`config.mk`:
```
export PLATFORM = sky130hd
export DESIGN_NAME = puf_kernel_ctrl_hub
export DESIGN_NICKNAME = d
export VERILOG_FILES = /design/src/rtl/puf_kernel_ctrl_hub.sv
export SDC_FILE = /design/constraint.sdc
export NUM_CORES = 1
export LEC_CHECK = 0
export ABC_CLOCK_PERIOD_IN_PS = 6310
export BUFFER_PORTS_ARGS = -buffer_cell sky130_fd_sc_hd__buf_2
export CORE_ASPECT_RATIO = 0.7
export CORE_UTILIZATION = 45
export CTS_BUF_LIST = sky130_fd_sc_hd__clkbuf_8 sky130_fd_sc_hd__clkbuf_16
export DETAILED_ROUTE_END_ITERATION = 12
export GPL_TIMING_DRIVEN = 0
export PLACE_DENSITY = 0.79
export SLEW_MARGIN = 20
export SYNTH_ARGS = -nofsm -noshare
export SYNTH_HDL_FRONTEND = slang
export SYNTH_SLANG_ARGS = --single-unit
```
`constraint.sdc`:
```
create_clock -name ap_clk -period 6.31 [get_ports ap_clk]
set_input_delay 0.631 -clock ap_clk [delete_from_list [all_inputs] [get_ports ap_clk]]
set_output_delay 0.631 -clock ap_clk [all_outputs]
set_load 0.05 [all_outputs]
```
`src/rtl/puf_kernel_ctrl_hub.sv`:
```
// puf_kernel_ctrl_hub: host ap_ctrl handshake fanned out to NUM_CH PUF kernel channels.
// Latency: start edge -> ch_start next cycle; last required ch_done -> ap_done next cycle (min 2 from start).
// Backpressure: none on kernels; in chain mode ap_done is held until the host pulses ap_continue.
// Ports:
//   ap_clk, areset                 clock, async active-high reset
//   ap_start, ap_continue          host control (ap_continue used only when MODE_CHAIN=1)
//   ch_enable, timeout_cycles      per-run channel mask and watchdog limit (0 = off)
//   ch_done                        per-channel done pulses from the kernels
//   ch_start, ch_done_latched      masked launch pulse, sticky per-channel done
//   ap_idle, ap_done, ap_ready     host status
//   timeout_o, run_cycles          watchdog flag and saturating LAUNCH+RUN cycle count
module puf_kernel_ctrl_hub #(
  parameter int NUM_CH     = 4,
  parameter bit MODE_CHAIN = 1'b0,
  parameter int CNT_W      = 32
) (
  input  logic              ap_clk,
  input  logic              areset,
  input  logic              ap_start,
  input  logic              ap_continue,
  input  logic [NUM_CH-1:0] ch_enable,
  input  logic [CNT_W-1:0]  timeout_cycles,
  input  logic [NUM_CH-1:0] ch_done,
  output logic [NUM_CH-1:0] ch_start,
  output logic [NUM_CH-1:0] ch_done_latched,
  output logic              ap_idle,
  output logic              ap_done,
  output logic              ap_ready,
  output logic              timeout_o,
  output logic [CNT_W-1:0]  run_cycles
);

  typedef enum logic [2:0] {
    S_IDLE   = 3'd0,
    S_LAUNCH = 3'd1,
    S_RUN    = 3'd2,
    S_DONE   = 3'd3,
    S_HOLD   = 3'd4
  } state_e;

  localparam logic [CNT_W-1:0] CNT_ONE = CNT_W'(1);

  state_e              state_q, state_d;
  logic                ap_start_r_q, ap_start_r_d;
  logic [NUM_CH-1:0]   mask_q, mask_d;
  logic [NUM_CH-1:0]   latched_q, latched_d;
  logic                timeout_q, timeout_d;
  logic [CNT_W-1:0]    run_cycles_q, run_cycles_d;

  logic                start_edge;
  logic [CNT_W-1:0]    cnt_inc;
  logic [NUM_CH-1:0]   latched_upd;
  logic                complete;
  logic                wd_hit;

  always_comb begin
    state_d      = state_q;
    ap_start_r_d = ap_start;
    mask_d       = mask_q;
    latched_d    = latched_q;
    timeout_d    = timeout_q;
    run_cycles_d = run_cycles_q;

    start_edge  = ap_start & ~ap_start_r_q;
    // Saturate instead of wrapping so a stuck run never reads as a short one.
    cnt_inc     = (run_cycles_q == {CNT_W{1'b1}}) ? run_cycles_q : run_cycles_q + CNT_ONE;
    latched_upd = latched_q | (ch_done & mask_q);
    // A done pulse arriving in the same cycle counts toward completion.
    complete    = (((latched_q | ch_done) & mask_q) == mask_q);
    // The watchdog compares against the count including the current cycle, so
    // a run that times out reports run_cycles equal to the limit.
    wd_hit      = (timeout_cycles != '0) && (cnt_inc >= timeout_cycles);

    unique case (state_q)
      S_IDLE: begin
        if (start_edge) begin
          mask_d       = ch_enable;
          latched_d    = '0;
          run_cycles_d = '0;
          timeout_d    = 1'b0;
          state_d      = S_LAUNCH;
        end
      end
      S_LAUNCH: begin
        latched_d    = latched_upd;
        run_cycles_d = cnt_inc;
        state_d      = S_RUN;
      end
      S_RUN: begin
        latched_d    = latched_upd;
        run_cycles_d = cnt_inc;
        if (complete) begin
          state_d = S_DONE;
        end else if (wd_hit) begin
          timeout_d = 1'b1;
          state_d   = S_DONE;
        end
      end
      S_DONE: begin
        if (!MODE_CHAIN || ap_continue) state_d = S_IDLE;
        else                            state_d = S_HOLD;
      end
      S_HOLD: begin
        if (ap_continue) state_d = S_IDLE;
      end
      default: state_d = S_IDLE;
    endcase
  end

  always_ff @(posedge ap_clk or posedge areset) begin
    if (areset) begin
      state_q      <= S_IDLE;
      ap_start_r_q <= 1'b0;
      mask_q       <= '0;
      latched_q    <= '0;
      timeout_q    <= 1'b0;
      run_cycles_q <= '0;
    end else begin
      state_q      <= state_d;
      ap_start_r_q <= ap_start_r_d;
      mask_q       <= mask_d;
      latched_q    <= latched_d;
      timeout_q    <= timeout_d;
      run_cycles_q <= run_cycles_d;
    end
  end

  // Host-facing status is decoded from the state register so that an async
  // reset drives every output to its idle value without a clock edge.
  assign ap_idle         = (state_q == S_IDLE);
  assign ap_done         = (state_q == S_DONE) || (state_q == S_HOLD);
  assign ap_ready        = (state_q == S_DONE);
  assign ch_start        = (state_q == S_LAUNCH) ? mask_q : '0;
  assign ch_done_latched = latched_q;
  assign timeout_o       = timeout_q;
  assign run_cycles      = run_cycles_q;

endmodule

```
==> results.ini, run 1 <==
[power_and_ir_drop]
peakVddDrop_mv=0.1862
p_leak_nw=2.278
pwr-share-comb_pct=54.1
p_int_w=0.0007336
p_per_area_mw_per_mm2=318.7
swShare_pct=50.09
seqPwrFrac_pct=24.8
clockPowerShare_pct=21.1
netSwitchingPower_w=0.0007363

[detailed_routing]
final_antenna_net_count=0
wl_per_cell_um=17.27
via_count=3836
drt_iter0_drc=315
drt_first_pass_iters=5
drc=0
drt-total-wl_mm=11.07
viasPerCell=5.984

[cts]
cts_tree=built
clk-insertion-delay-late_ns=0.30
cts_hold_buf=0
post_cts_resized=0
clk_path_buf_depth=2
clock-sinks=44
htreeDepth=2
cts_setup_buffers=0
numCtsBuffers=5
cts_root_buf=clkbuf_16
clk_pin_slew_ns=0.07

[setup_path]
crit_path_end_kind=flop
crit_path_max_fanout=10
critical_path_class=reg -> reg
start_kind=flop
required_ns=6.48
crit_arrival_ns=4.11

[finish]
final_core_util_pct=57.12
drive_gt1_share_pct=24.44
area_delta_synth_final_pct=19.37
multiInputGateArea_mm2=0.002474
regArea_mm2=0.001101
n_fill_cell=716
final_nets=620
diodes=0

[synth]
synth_area_leader_cell=dfrtp_1
synthFlopType=dfrtp_1
seq_area_frac_synth_pct=28.50
synth.cell_area_mm2=0.003864
syn_inst=445
ys_ff_latch=44
yosys_warnings=0
yosysUniqueCellTypes=59
synth-async-reset-ratio_pct=100.0
yosys.area.top_type_share_pct=28.50
synth_area_leaders=dfrtp_1 28%, ha_1 12%, xnor2_1 5.2%
synth-edff-count=0
syn-mean-instance-area_um2=8.682
synth_fp_nets=526

[timing]
fin_tns_setup_ns=0
tightest_slew_ns=0.6603
fin_crit_ns=3.942
finalSetupViolCount=0
hold_viol=0
skew_ns=0.01056
rsz0062_at_grt=false
relSlewSlack_pct=55.57
finalCritPeriodShare_pct=62.48
max_freq_ghz=0.2537
slew_viol_final=0
whs_ns=0.2801

[die]
dieHeight_um=79.53
core-area_mm2=0.008074
num_io_pins=88
die_w_um=112.8
dieArea_mm2=0.008966
start_util_pct=47.85
fp-row-count=27

[grt]
grt_pass1_vias=3609
track_usage_pct=26.10
grt_max_degree=32
antenna_found_initial=0
grt_overflow_total=0
grt_pass1_wl_mm=17.99

[run_status]
status=finished, final reports clean

[worst_hold_path]
hold_class=in -> async

[placement]
numPortBuffers=86
gp_congestion=0.9444
hpwlAfterDp_mm=8.631

[job]
maxCapViolCount=0

-- path summary, 6_finish.rpt --
| kind | from | endpoint | slack [ns] | depth (start not counted) |
|---|---|---|---|---|
| setup reg to reg | run_cycles[0] | state_q[1] | 2.37 | 14 |
| hold / removal | areset | ch_done_latched[2] | 0.28 | 2 |
| min in group ap_clk | ap_start | ap_start_r_q | 0.48 | 1 |
| setup / recovery | run_cycles[0] | state_q[1] | 2.37 | 14 |
| hold reg to reg | ch_done_latched[1] | ch_done_latched[1] | 0.53 | 2 |
| max in group asynchronous | areset | run_cycles[25] | 5.55 | 3 |
-- power by group through the flow --
stage	Combinational, W	Sequential, W	Clock (W)
final	0.000794	0.000365	0.000310
after detailed placement	0.000770	0.000370	0
after floorplan	0.000486	0.000424	0
after global routing	0.000863	0.000372	0.000325
after CTS	0.000779	0.000365	0.000314
after global placement	0.000754	0.000367	0
-- per-stage QoR --
stage                     setup WS (ns)  total power (W)  area (um2)  std cells
final                             2.368         0.001470        4612        641
after CTS                         2.471         0.001458        4612        641
after detailed placement          2.519         0.001140        4441        633
after global routing              2.196         0.001560        4612        641
after floorplan                   2.758        0.0009107        3864        445
after global placement            2.531         0.001121        4420        632
-- state kept, by name, indices dropped and copies added (netlist names) --
signal           count
run_cycles          32
ch_done_latched      4
mask_q               4
state_q              2
ap_start_r_q         1
timeout_o            1
-- routing by layer --
layer / GRT usage (%) / wire, um / part of all wire [%]
met2: 38.89 / 4656 / 42
met1: 36.54 / 5012 / 45
met5: 0 / 0 / 0
met4: 8.400 / 207 / 1.9
met3: 7.062 / 1195 / 11
-- placed cells by master (no fill, tap or decap), drive strengths merged, types with 2 or more instances in the layout --
cell    netlist  layout
and2          6       6
and4          6       6
o311ai        2       2
clkbuf       11      16
a21oi        31      31
o21ai        29      29
ha           37      37
xor2          7       7
a311oi        2       2
nor2         19      19
or3           2       2
o21a          4       4
and3         16      16
dfrtp        44      44
xnor2        23      23
nand2b        4       4
a41oi         2       2
nand2        40      40
mux2          4       4
nor4         13      13
o211ai        2       2
o31ai        16      16
nand3        17      17
a31oi        19      19
inv          40      41
nand4        12      12
nor3          3       3
buf          10      97
nor3b         3       3
a211oi        3       3
a22o          5       5
-- logic make-up after synthesis --
group	Yosys count	share of synthesized area, %
flops	44	28.50
xor+xnor	30	6.800
simple gates	143	21.92
fa+ha+maj	37	11.98
compound gates	126	22.15
buf+inv	61	7.481
mux	4	1.166
-- worst max-delay path, stage by stage, from the launching register on --
cell and delay (ns):
dfrtp_1 0.46, ha_1 0.30, and3_1 0.23, and3_1 0.25
a31oi_4 0.29, buf_6 0.20, nand3_2 0.10, xnor2_1 0.14
ha_1 0.30, nand4_1 0.18, or3_1 0.44, a311oi_1 0.32
o311ai_1 0.17, a21oi_1 0.30, o311ai_1 0.13
-- synth_stat cells (3+ instances only) --
| library cell | count |
|---|---|
| and2_1 | 6 |
| nand3_1 | 10 |
| a31oi_1 | 17 |
| xnor2_1 | 23 |
| buf_6 | 7 |
| nand2_1 | 40 |
| clkbuf_1 | 10 |
| ha_1 | 37 |
| dfrtp_1 | 44 |
| and3_1 | 14 |
| nand4_1 | 11 |
| o31ai_1 | 16 |
| mux2_2 | 4 |
| nand3_2 | 5 |
| and4_1 | 4 |
| xor2_1 | 7 |
| nor3b_1 | 3 |
| o21ai_0 | 28 |
| a21oi_1 | 31 |
| nand2b_1 | 4 |
| inv_1 | 40 |
| nor2_1 | 19 |
| a22o_1 | 5 |
| o21a_1 | 4 |
| nor4_1 | 11 |
-- area by class of cell --
type                            instances  area share, %
Timing Repair Buffer                   87          9.767
Clock inverter                          3          1.004
Buffer                                 21          3.011
Tap cell                              101          2.740
Sequential cell                        44          23.87
Inverter                               40          3.256
Multi-Input combinational cell        340          53.64
Clock buffer                            5          2.713
Note: power is estimated with default switching activity, not from simulation.
==> inputs of run 2 (changes only) <==
--- a/config.mk
+++ b/config.mk
@@ -5,14 +5,14 @@
 export SDC_FILE = /design/constraint.sdc
 export NUM_CORES = 1
 export LEC_CHECK = 0
-export ABC_CLOCK_PERIOD_IN_PS = 6310
+export ABC_CLOCK_PERIOD_IN_PS = 3550
 export BUFFER_PORTS_ARGS = -buffer_cell sky130_fd_sc_hd__buf_2
 export CORE_ASPECT_RATIO = 0.7
 export CORE_UTILIZATION = 45
 export CTS_BUF_LIST = sky130_fd_sc_hd__clkbuf_8 sky130_fd_sc_hd__clkbuf_16
 export DETAILED_ROUTE_END_ITERATION = 12
 export GPL_TIMING_DRIVEN = 0
-export PLACE_DENSITY = 0.79
+export PLACE_DENSITY = 0.82
 export SLEW_MARGIN = 20
 export SYNTH_ARGS = -nofsm -noshare
 export SYNTH_HDL_FRONTEND = slang
==> constraint.sdc (replaced) <==
create_clock -name ap_clk -period 3.55 [get_ports ap_clk]
set_input_delay 0.355 -clock ap_clk [delete_from_list [all_inputs] [get_ports ap_clk]]
set_output_delay 0.355 -clock ap_clk [all_outputs]
set_load 0.05 [all_outputs]
==> results.ini, run 2 (synthesis gave the netlist of run 1 again) <==
[setup_path]
r2r_end=state_q[1]
crit_path_max_fanout=6
cp_slowest_stage_delay_ns=0.39
cpMostUsedCell=buf_6
start_kind=flop
crit_arrival_ns=3.66
required_ns=3.74
r2r_setup_slack_ns=0.08
critical_path.slowest_cell=dfrtp_1
reg2regPathDepth=16
worstPathCellList=buf_6 > and4_4 > and3_1 > buf_6 > a31oi_4 > buf_6 > buf_6 > nand3_4 > xnor2_2 > ha_1 > nand2_1 > or3_4 > a311oi_2 > o311ai_2 > a211o_1 > o311ai_2
critical_path_class=reg -> reg
rr_startpoint=run_cycles[12]
crit_path_end_kind=flop

[finish]
area_delta_synth_final_pct=24.64
final_nets=634
final_common_cell=buf_2
diodes=0
largest_register_ffs=32
layout_common_cells=86 x buf_2, 40 x nand2_1, 39 x inv_1
drive_gt1_share_pct=30.14
final_core_util_pct=59.65

[placement]
gp_congestion=0.9450
numPortBuffers=86
hpwlAfterDp_mm=8.984

[timing]
finalCritPeriodShare_pct=97.86
hold_viol=0
fin_crit_ns=3.474
skew_ns=0.009063
tightest_slew_ns=0.6605
relSlewSlack_pct=55.97
finalSetupViolCount=0
max_freq_ghz=0.2879
slew_viol_final=0

[detailed_routing]
drt-total-wl_mm=12.13
viasPerCell=6.144
drt_first_pass_iters=5
drc=0
via_count=4024
wl_per_cell_um=18.52
final_antenna_net_count=0
drt_iter0_drc=354

[cts]
clk_pin_slew_ns=0.07
htreeDepth=2
clk_path_buf_depth=2
clock-sinks=44
numCtsBuffers=5
cts_hold_buf=0
cts_tree=built
cts_root_buf=clkbuf_16
clk-insertion-delay-late_ns=0.30

[grt]
grt_overflow_total=0
grt_pass1_vias=3808
track_usage_pct=27.45
grt_pass1_wl_mm=19.13
grt_max_degree=31
antenna_found_initial=0

[die]
start_util_pct=47.85
dieArea_mm2=0.008966
dieHeight_um=79.53
die_w_um=112.8
core-area_mm2=0.008074
fp-row-count=27
num_io_pins=88

[worst_hold_path]
hold_class=in -> async

[run_status]
status=finished, final reports clean

[power_and_ir_drop]
p_per_area_mw_per_mm2=559.5
total_power_w=0.002695
peakVddDrop_mv=0.3922
p_leak_nw=2.347

[job]
maxCapViolCount=0

==> run 2: cell count changes in the layout (fill, tap and decap cells not counted), sizes merged <==
cell	previous run	this run
buf	97	110
clkbuf	16	17
==> run 2: power by group <==
group	switching, W	internal, W
Sequential	0.0000606	0.000576
Clock	0.000225	0.000335
Combinational	0.00107	0.000429
==> run 2: worst max-delay path: cells and delay by family, from the launching register on <==
family          cells  cell delay, ns
simple gates        5            0.93
flops               1            0.39
xor+xnor            1            0.16
buf+inv             4            0.54
fa+ha+maj           1            0.29
compound gates      5            1.05
==> run 2: routing by layer <==
metal | vias up | wire [um] | GRT usage (%)
li1 | 1847 | - | -
met1 | 1909 | 5305 | 37.40
met2 | 221 | 5349 | 42.90
met3 | 47 | 1113 | 5.467
met4 | 0 | 360 | 10.80
met5 | - | 0 | 0
==> run 2: stage by stage <==
stage / instance area [um2] / setup WS [ns] / hold slack (ns) / TNS [ns] / cells
after floorplan: 3865 / 0.03938 / 0.3864 / 0 / 445
after global placement: 4422 / -0.1369 / 0.4967 / -0.3706 / 632
after detailed placement: 4442 / -0.1996 / 0.3435 / -0.5116 / 633
after CTS: 4712 / 0.005803 / 0.03315 / 0 / 649
after global routing: 4816 / -0.01620 / 0.04903 / -0.01620 / 655
final: 4816 / 0.07605 / 0.01793 / 0 / 655
==> run 2: cell type report <==
type                       instances  area (um2)
fill                             692        3258
multi-input combinational        340        2552
sequential                        44        1112
timing repair buffer             102       566.8
inverter                          40       150.1
buffer                            20       136.4
tap                              101       126.4
clock buffer                       5       125.1
clock inverter                     3       46.29
==> run 2: worst max-delay path by stage <==
stage / startpoint / end / slack (ns)
after floorplan: run_cycles[1] / state_q[1] / 0.04
after global placement: run_cycles[0] / state_q[1] / -0.14
after detailed placement: run_cycles[0] / state_q[1] / -0.20
after CTS: run_cycles[0] / state_q[1] / 0.006
after global routing: run_cycles[0] / state_q[1] / -0.02
final: run_cycles[12] / state_q[1] / 0.08
==> run 2: timing repair <==
item | 4_1_cts | 5_1_grt
resized for setup | 12 | 17
pin swaps | 8 | 9
setup endpoints to repair | 3 | 3
buffers inserted | 8 | 7
==> inputs of run 3 (changes only) <==
--- a/config.mk
+++ b/config.mk
@@ -5,6 +5,7 @@
 export SDC_FILE = /design/constraint.sdc
 export NUM_CORES = 1
 export LEC_CHECK = 0
+export ABC_AREA = 1
 export ABC_CLOCK_PERIOD_IN_PS = 3550
 export BUFFER_PORTS_ARGS = -buffer_cell sky130_fd_sc_hd__buf_2
 export CORE_ASPECT_RATIO = 0.7
==> results.ini, run 3 <==
[synth]
synth-async-reset-ratio_pct=100.0
ys_ff_latch=44
synth_area_leader_cell=dfrtp_1
yosysUniqueCellTypes=37
seq_area_frac_synth_pct=28.53
synth.cell_area_mm2=0.003860
synth_most_common_cell=nand2_1
syn_inst=551
synth_fp_nets=632
yosys.area.top_type_share_pct=28.53
synth-edff-count=0
syn-mean-instance-area_um2=7.005
synthFlopType=dfrtp_1
synthTopCellsByCount=150 x nand2_1, 97 x inv_1, 49 x nor2_1, 44 x dfrtp_1, 37 x ha_1
synth_area_leaders=dfrtp_1 29%, nand2_1 15%, ha_1 12%
yosys_warnings=0

[setup_path]
critical_path_class=reg -> reg
crit_path_end_kind=flop
start_kind=flop
crit_path_max_fanout=10
required_ns=3.73
crit_arrival_ns=3.42

[power_and_ir_drop]
peakVddDrop_mv=0.5447
p_int_w=0.001246
p_leak_nw=2.594
swShare_pct=49.52
pwr-share-comb_pct=51.0
netSwitchingPower_w=0.001222
clockPowerShare_pct=21.6
p_per_area_mw_per_mm2=534.1
seqPwrFrac_pct=27.3

[die]
core-area_mm2=0.008074
num_io_pins=88
die_w_um=112.7
dieHeight_um=79.49
fp-row-count=27
dieArea_mm2=0.008958
start_util_pct=47.81

[cts]
clock-sinks=44
numCtsBuffers=5
cts_tree=built
clk_path_buf_depth=2
cts_root_buf=clkbuf_16
clk_pin_slew_ns=0.06
cts_setup_buffers=0
clk-insertion-delay-late_ns=0.29
htreeDepth=2

[detailed_routing]
final_antenna_net_count=0
via_count=3876
drt-total-wl_mm=11.08
drc=0
drt_iter0_drc=395
wl_per_cell_um=14.84
drt_first_pass_iters=5
viasPerCell=5.189

[grt]
use_met1_pct=35.75
antenna_found_initial=0
met2_usage_pct=42.90
grt_pass1_vias=3679
grt_max_degree=26
grt_overflow_total=0
track_usage_pct=25.94
globalRoute.busiestLayer=met2
met3_usage_pct=5.011
grt_pass1_wl_mm=18.08

[timing]
hold_viol=0
finalCritPeriodShare_pct=91.15
skew_ns=0.003561
rsz0062_at_grt=false
fin_crit_ns=3.236
relSlewSlack_pct=60.86
slew_viol_final=0
fin_tns_setup_ns=0
tightest_slew_ns=0.5871
max_freq_ghz=0.3090
finalSetupViolCount=0
fin_ws_ns=0.3141

[placement]
numPortBuffers=86
hpwlAfterDp_mm=9.246
placed_cells=739
dp_worst_setup_slack_ns=0.2428
gp_congestion=0.9372

[run_status]
status=finished, final reports clean

[finish]
largest_register_ffs=32
n_fill_cell=781
final_nets=726
diodes=0
finalNonFillerCells=747
layout_common_cells=150 x nand2_1, 96 x inv_1, 89 x buf_2
final_common_cell=nand2_1
drive_gt1_share_pct=22.45
area_delta_synth_final_pct=19.68

[job]
maxCapViolCount=0

[worst_hold_path]
hold_class=in -> async

run 3: cell types whose count changed after synthesis, moves of 8 or more:
cell / before / now
xor2_1: 7 / 27
nand2_2: 0 / 18
xnor2_1: 23 / 0
a21oi_1: 31 / 14
nand2_1: 40 / 150
a31oi_1: 17 / 3
nor3_1: 1 / 17
inv_1: 40 / 97
o21ai_1: 1 / 15
o21ai_0: 28 / 9
nor2_1: 19 / 49
o31ai_1: 16 / 0
nor4_1: 11 / 3
and3_1: 14 / 0
run 3: critical path, cell delays in order (launching register included):
cell	delay, ns
dfrtp_1	0.44
ha_2	0.26
nand2_1	0.11
nor2_4	0.15
nand2_1	0.11
nor2_2	0.25
nand2_4	0.11
buf_6	0.18
o21ai_2	0.17
inv_1	0.07
ha_1	0.29
nand2_1	0.05
nor2_1	0.10
nand2_1	0.09
nor2_1	0.09
nor2_1	0.05
nand2_1	0.10
nand2_1	0.06
nand2_1	0.10
nand2_1	0.06
nand2_1	0.09
nand2_1	0.07
nand2_1	0.06
nand2_1	0.05
run 3: final timing paths:
| check | to | from | slack, ns | depth (start not counted) |
|---|---|---|---|---|
| max | state_q[0] | run_cycles[1] | 0.31 | 23 |
| min | run_cycles[13] | areset | 0.08 | 2 |
| max reg2reg | state_q[0] | run_cycles[1] | 0.31 | 23 |
| min reg2reg | timeout_o | timeout_o | 0.52 | 2 |
| max in group asynchronous | run_cycles[25] | areset | 2.98 | 3 |
| min in group ap_clk | ap_start_r_q | ap_start | 0.21 | 1 |
run 3: per-layer routing:
| layer | share of wire, % | up-vias |
|---|---|---|
| met5 | 0 | - |
| met4 | 0.57 | 0 |
| met3 | 6.7 | 6 |
| met2 | 44 | 141 |
| met1 | 49 | 1806 |
| li1 | - | 1923 |
run 3: layout make-up:
type | count | area [um2] | share of cell area, %
plain buffers | 10 | 67.56 | 1.463
clock buffers | 5 | 125.1 | 2.709
clock inverters | 3 | 42.54 | 0.9209
inverters | 98 | 367.9 | 7.963
multi-input cells | 399 | 2337 | 50.60
flip-flops and latches | 44 | 1102 | 23.86
well taps | 101 | 126.4 | 2.736
repair buffers | 87 | 450.4 | 9.751
run 3: logic make-up after synthesis:
| group | share of synthesized area [%] |
|---|---|
| flip-flops | 28.53 |
| adder cells (fa/ha/maj) | 11.99 |
| AO/OA/AOI/OAI | 8.850 |
| XOR/XNOR | 6.127 |
| buffers and inverters | 11.28 |
| multiplexers | 1.167 |
| AND/OR/NAND/NOR | 32.06 |
run 3: power groups by stage:
stage	combinational, W	clock, W	sequential (W)
detailed placement	0.00125	0	0.000680
CTS	0.00125	0.000538	0.000672
finish	0.00126	0.000534	0.000675
floorplan	0.000753	0	0.000821
global route	0.00138	0.000560	0.000686
global placement	0.00121	0	0.000674
run 3: timing repair:
action,4_1_cts,5_1_grt
setup endpoints to repair,0,2
gates resized for setup,0,4
hold buffers,0,0
run 3: metrics by stage:
stage / hold WS, ns / util, % / total power (W) / cell area, um2
floorplan: 0.3864 / - / 0.001574 / 3860
global placement: 0.5001 / 54.70 / 0.001885 / 4417
detailed placement: 0.3985 / 54.95 / 0.001927 / 4437
CTS: 0.08732 / 57.03 / 0.002461 / 4604
global route: 0.1033 / 57.21 / 0.002632 / 4619
finish: 0.07586 / 57.21 / 0.002467 / 4619
